`config.mk`:
```
export PLATFORM = sky130hd
export DESIGN_NAME = take_branch_unit
export DESIGN_NICKNAME = d
export VERILOG_FILES = /design/src/rtl/branch_pkg.sv /design/src/rtl/branch_compare.sv /design/src/rtl/take_branch_unit.sv
export SDC_FILE = /design/constraint.sdc
export NUM_CORES = 1
export LEC_CHECK = 0
export CAP_MARGIN = 20
export CORE_UTILIZATION = 37
export CTS_CLUSTER_DIAMETER = 30
export DETAILED_ROUTE_END_ITERATION = 16
export PLACE_DENSITY = 0.8
export SLEW_MARGIN = 20
export SYNTH_ARGS = -nofsm -noshare
export SYNTH_HDL_FRONTEND = slang
export SYNTH_HIERARCHICAL = 1
export SYNTH_SLANG_ARGS = --single-unit
```
`constraint.sdc`:
```
create_clock -name clk -period 3.72 [get_ports clk]
set_input_delay 0.744 -clock clk [delete_from_list [all_inputs] [get_ports clk]]
set_output_delay 0.744 -clock clk [all_outputs]
set_load 0.005 [all_outputs]
```
`src/rtl/branch_pkg.sv`:
```
// Shared definitions for the branch-resolution unit: opcode, func codes,
// default operand width and the comparator flag bundle.
package branch_pkg;

  localparam int          DEF_BITWIDTH = 32;
  localparam logic [3:0]  OPC_BRANCH   = 4'b0010;

  typedef enum logic [3:0] {
    BT    = 4'b0000,
    BNEZ  = 4'b0001,
    BEQZ  = 4'b0010,
    BF    = 4'b0011,
    BNE   = 4'b0101,
    BEQ   = 4'b0110,
    BLTEZ = 4'b1000,
    BLT   = 4'b1001,
    BGTE  = 4'b1010,
    BGT   = 4'b1011,
    BLTE  = 4'b1100,
    BLTZ  = 4'b1101,
    BGTEZ = 4'b1110,
    BGTZ  = 4'b1111
  } branch_func_e;

  typedef struct packed {
    logic eq;
    logic lt;
    logic zero;
    logic neg;
  } cmp_flags_t;

endpackage

```
`src/rtl/branch_compare.sv`:
```
// Signed operand comparator. zero/neg look only at a, so zero-compare
// branches never see b.
module branch_compare
  import branch_pkg::*;
#(
  parameter int BITWIDTH = DEF_BITWIDTH
) (
  input  logic [BITWIDTH-1:0] a,
  input  logic [BITWIDTH-1:0] b,
  output cmp_flags_t          flags
);

  always_comb begin
    flags.eq   = (a == b);
    flags.lt   = ($signed(a) < $signed(b));
    flags.zero = (a == '0);
    flags.neg  = a[BITWIDTH-1];
  end

endmodule

```
`src/rtl/take_branch_unit.sv`:
```
// Execute-stage branch resolution: same-cycle taken plus registered copies.
// Define BRANCH_STATS_EN to add saturating branch/taken counters.
module take_branch_unit
  import branch_pkg::*;
#(
  parameter int BITWIDTH = DEF_BITWIDTH
) (
  input  logic                clk,
  input  logic                reset,
  input  logic [3:0]          opcode,
  input  logic [3:0]          func,
  input  logic [BITWIDTH-1:0] src_data0,
  input  logic [BITWIDTH-1:0] src_data1,
  output logic                taken,
  output logic                taken_q,
  output logic                branch_q,
`ifdef BRANCH_STATS_EN
  output logic [31:0]         branch_count,
  output logic [31:0]         taken_count,
`endif
  output logic                illegal_func_q
);

  cmp_flags_t flags;
  logic       is_branch;
  logic       illegal;

  branch_compare #(.BITWIDTH(BITWIDTH)) u_cmp (
    .a     (src_data0),
    .b     (src_data1),
    .flags (flags)
  );

  assign is_branch = (opcode == OPC_BRANCH);

  // each arm reads only the flags its condition needs, so X on an unused
  // operand stays out of taken
  always_comb begin
    taken   = 1'b0;
    illegal = 1'b0;
    if (is_branch) begin
      case (func)
        BT:      taken = 1'b1;
        BF:      taken = 1'b0;
        BEQ:     taken = flags.eq;
        BNE:     taken = !flags.eq;
        BLT:     taken = flags.lt;
        BLTE:    taken = flags.lt | flags.eq;
        BGTE:    taken = !flags.lt;
        BGT:     taken = !flags.lt & !flags.eq;
        BEQZ:    taken = flags.zero;
        BNEZ:    taken = !flags.zero;
        BLTZ:    taken = flags.neg;
        BLTEZ:   taken = flags.neg | flags.zero;
        BGTEZ:   taken = !flags.neg;
        BGTZ:    taken = !flags.neg & !flags.zero;
        default: illegal = 1'b1;
      endcase
    end
  end

  always_ff @(posedge clk or posedge reset) begin
    if (reset) begin
      taken_q        <= 1'b0;
      branch_q       <= 1'b0;
      illegal_func_q <= 1'b0;
    end else begin
      taken_q        <= taken;
      branch_q       <= is_branch;
      illegal_func_q <= illegal;
    end
  end

`ifdef BRANCH_STATS_EN
  always_ff @(posedge clk or posedge reset) begin
    if (reset) begin
      branch_count <= '0;
      taken_count  <= '0;
    end else begin
      if (is_branch && branch_count != 32'hFFFF_FFFF)
        branch_count <= branch_count + 32'd1;
      if (taken && taken_count != 32'hFFFF_FFFF)
        taken_count <= taken_count + 32'd1;
    end
  end
`endif

endmodule

```
# == After elaboration in Yosys (flattened, before gate mapping) ==
# Index checks and enable logic that the tools add are counted.
# totals
output_inout_bits,4
ff_bits,3
wordCells,34
# op_classes
n_eq_ne,15
mux,4
n_reduce_logical,7
bitwise_logic,4
order_cmp,1
# op_table
operator,count
== test 32 bit,1
== test 4 bit (second input constant),8
logical NOT 32 bit,1
less-than comparator 32 bit,1
OR reduction 14 bit,1
one-hot mux 1 bit (13 select lines),1
== test 4 x 2 -> 1 bit (second input constant),3
== test 4 x 3 -> 1 bit (second input constant),2
== test 4 x 1 -> 1 bit (second input constant),1
logical NOT 1 bit,4
logical NOT 4 bit,1
2-to-1 mux 1 bit,3
AND 1 bit,2
bitwise OR 1 bit,2

# == Depth between registers and ports, before layout ==
# logic_depth
ltp_word,5
depth_mapped,11
mapped_depth_nobuf,11

# == Cells and area by module ==
# Netlist, hierarchy kept.
# modules_own_cells
module,n_inst,area_each_um2,cells_each
branch_compare,1,890.9,126
take_branch_unit,1,284.0,33

# == Least setup slack after synthesis ==
# Ideal clock, no wire load.
# synth_timing
path_kind,input to output
startpoint,input src_data1[14]
endpoint,output taken
slack_ns,0.433
path_buffers,0
cell_stages,10
t_required_ns,2.976
arrival_ns,2.543
cell_sequence,inv_1 ha_1 nand4_1 nor4_2 a21boi_2 o31a_1 o22ai_2 a2111oi_2 o21ai_1 a31oi_1
# synth_rtl
item,line_no,rtl
start: declaration,take_branch_unit.sv:13,"input logic [BITWIDTH-1:0] src_data1,"
end: declaration,take_branch_unit.sv:14,"output logic taken,"

==> metrics.md <==
| Metric | Value |
|---|---|
| Status | `finished, final reports clean` |
| Core Rows | `20` |
| Clock Sinks | `3` |
| Switching share of total power | `38.33%` |
| Register area share after synthesis | `6.390%` |
| Max VDD drop | `63.63 uV` |
| Commonest non-fill, non-tap cell in the layout | `clkbuf_2` |
| Layout cells sized above 1 | `around 56%` |
| Number of diodes | `0` |
| Initial Util | `between 30% and 40%` |
| HP Class | `in2async` |
| I/O Buffers | `77` |
| Die Span Y | `58.35 um` |
| Syn_area_per_cell | `~7.4 sq um` |
| Detailed-route wire length per cell | `around 15 um` |
| Synthesized netlist cell count | `around 160` |
| Multi-input gate area | `1343 sq um` |
| Post-DP HPWL | `3066 um` |
| Gpl congestion | `around 0.86` |
| Final period util | `97.50%` |
| Synth Net Count | `~270` |
| Pleak | `between 1 and 1.5 nW` |
| Vias in the first global route | `1649` |
| Die X | `58.35 um` |
| Max-slew headroom | `72.06%` |
| Distinct cells, synth | `35` |
| Startpoint Class | `input pin` |
| Via/cell ratio | `5.252` |
| Slew Viols, Final | `0` |
| Area contributors post-synth | `ha_1 (34%), inv_1 (11%), dfrtp_1 (6.4%)` |
| Critical Path RT | `2.98 ns` |
| Syn. warnings | `6` |
| Nets | `372` |
| DRC violations left | `0` |
| Final Hold Viols | `0` |
| Initial antenna violation count | `0` |
| Hold Slack | `0.6809 ns` |
| Routed WL | `4680 um` |
| CTS Buf Count | `3` |
| Setup TNS Final | `0 ns` |
| Post-DRT Antenna Nets | `0` |
| Max Freq | `0.2757 GHz` |
| H-tree levels | `1` |
| Total GRT Usage | `26.40%` |
| # fillers | `194` |
| Max-cap violations | `0` |
| IO Pins | `roughly 80` |
| Largest net degree at the start of global routing | `11` |
| Register area | `75.07 sq um` |
| Most frequent cells in the layout | `clkbuf_2 (41), buf_4 (28), ha_4 (25), inv_2 (24), clkdlybuf4s50_1 (16)` |
| Via Count | `1623` |
| WS Path Type | `in2out` |
| Data arrival, critical path | `2.88 ns` |
| Power share of the sequential group | `9.7%` |
| Worst-path clk slew | `0.04 ns` |
| Area leader, netlist | `ha_1` |
| Pwr/cell area | `142.8 nW/um^2` |
| Combinational Power Share | `73.0%` |
| Crit path max fanout | `4` |
| Initial DRT Pass Iterations | `4` |
| Core Box Area | `about 3000 sq um` |
| Setup-failing EPs final | `0` |
| #FFs+latches synth | `3` |
| Clk network pwr share | `roughly 17%` |
| Crit path time final | `3.627 ns` |
| Endpoint type of the worst setup path | `output port` |
| CTS tree | `built` |
| Internal power | `0.2119 mW` |
| Grt ovf | `0` |
| Syn-to-layout area delta | `104.8%` |
| Psw | `0.1317 mW` |
| Root buf cell | `clkbuf_4` |
| Cell Area, Synth | `1175 sq um` |
| Clock Path Buffers | `2` |
| Global-route wire length before repair | `6982 um` |
| Area share of the largest cell type after synthesis | `between 30% and 40%` |
| DRT iter0 DRCs | `37` |
| Slew @ Worst Pin | `0.4153 ns` |
| Die area | `3405 sq um` |
## stage by stage
step / instances / util, % / area, sq um / worst slack, ns / power, mW
floorplan: 159 / - / 1175 / 0.4332 / 0.1135
global placement: 301 / 71.16 / 2155 / -0.6358 / 0.2295
detailed placement: 301 / 71.16 / 2155 / -0.7406 / 0.2343
CTS: 308 / 79.42 / 2405 / 0.04350 / 0.3108
global route: 309 / 79.46 / 2406 / -0.08031 / 0.3681
finish: 309 / 79.46 / 2406 / 0.09290 / 0.3436
## synth_stat cells
cell and n:
nand4_1 10, nand3_1 3, nor4_2 2, a31oi_1 3, inv_2 1, o211ai_1 1
a32oi_1 1, nand2_1 10, nor4b_4 1, o21ai_0 5, nand2b_2 1, dfrtp_1 3
a2111oi_2 1, o22ai_2 1, nor3_1 1, a21o_1 2, a21oi_1 13, nand3b_1 1
o21ai_1 1, o31a_1 1, nor2b_1 1, a21oi_2 1, nor4_1 10, buf_4 2
a221oi_1 1, a221o_1 1, buf_6 1, ha_1 32, nor3b_1 1, o311ai_1 1
xnor2_1 1, inv_1 35, nor2_1 7, nand2b_1 2, a21boi_2 1
## metal layers
layer | up-vias | GRT usage [%] | wire, um
met3 | 12 | 1.978 | 193
met2 | 67 | 52.05 | 2642
met4 | 0 | 10.20 | 114
met5 | - | 0 | 0
met1 | 752 | 28.98 | 1730
li1 | 792 | - | -
## worst paths after layout
path,start,endpoint,cells past startpoint
max in group asynchronous,reset,branch_q$_DFF_PP0_,2
min in group clk,opcode[1],branch_q$_DFF_PP0_,2
min,reset,illegal_func_q$_DFF_PP0_,2
max,src_data1[4],taken,15
## critical path: stages
cell and delay, ns:
clkdlybuf4s15_1 0.16, inv_1 0.04, ha_2 0.30, nand2_1 0.06, nor4_2 0.29, buf_4 0.15
buf_4 0.09, nand2_1 0.04, nor2_1 0.15, buf_4 0.18, nor4_2 0.05, a31oi_1 0.15
a32oi_1 0.09, a31oi_1 0.24, buf_2 0.15
## registers in the layout, indices dropped and copies added, names as in the netlist
| name | count |
|---|---|
| illegal_func_q | 1 |
| taken_q | 1 |
| branch_q | 1 |
## power groups by stage
stage | registers [mW] | clock network [mW] | logic, mW
2_1_floorplan | 0.0340 | 0 | 0.0795
3_3_place_gp | 0.0339 | 0 | 0.196
3_5_place_dp | 0.0339 | 0 | 0.200
4_1_cts | 0.0335 | 0.0611 | 0.216
5_1_grt | 0.0335 | 0.0613 | 0.273
6_report | 0.0335 | 0.0593 | 0.251
## cell families (layout without fill, tap and decap cells)
kind of cell | after synthesis | count (layout) | share of synthesized area, %
buffers and inverters | 39 | 145 | 13.74
AOI/OAI and AO/OA | 34 | 34 | 19.49
and+or+nand+nor | 50 | 50 | 25.56
DFF | 3 | 3 | 6.390
adders and majority gates | 32 | 32 | 34.08
xor gates and xnor gates | 1 | 1 | 0.7456
## cell type report
type	instances	share of cell area (%)
sequential	3	3.120
tap	44	2.288
inverter	36	5.616
timing repair buffer	105	32.09
clock buffer	4	1.092
multi-input combinational	117	55.80
## timing repair
action                     in CTS  in global routing
pin swaps                      33                 48
setup endpoints to repair       1                  1
buffers inserted                3                  1
hold buffers                    0                  0
resized for setup             111                123
(Power assumes the default switching activity.)
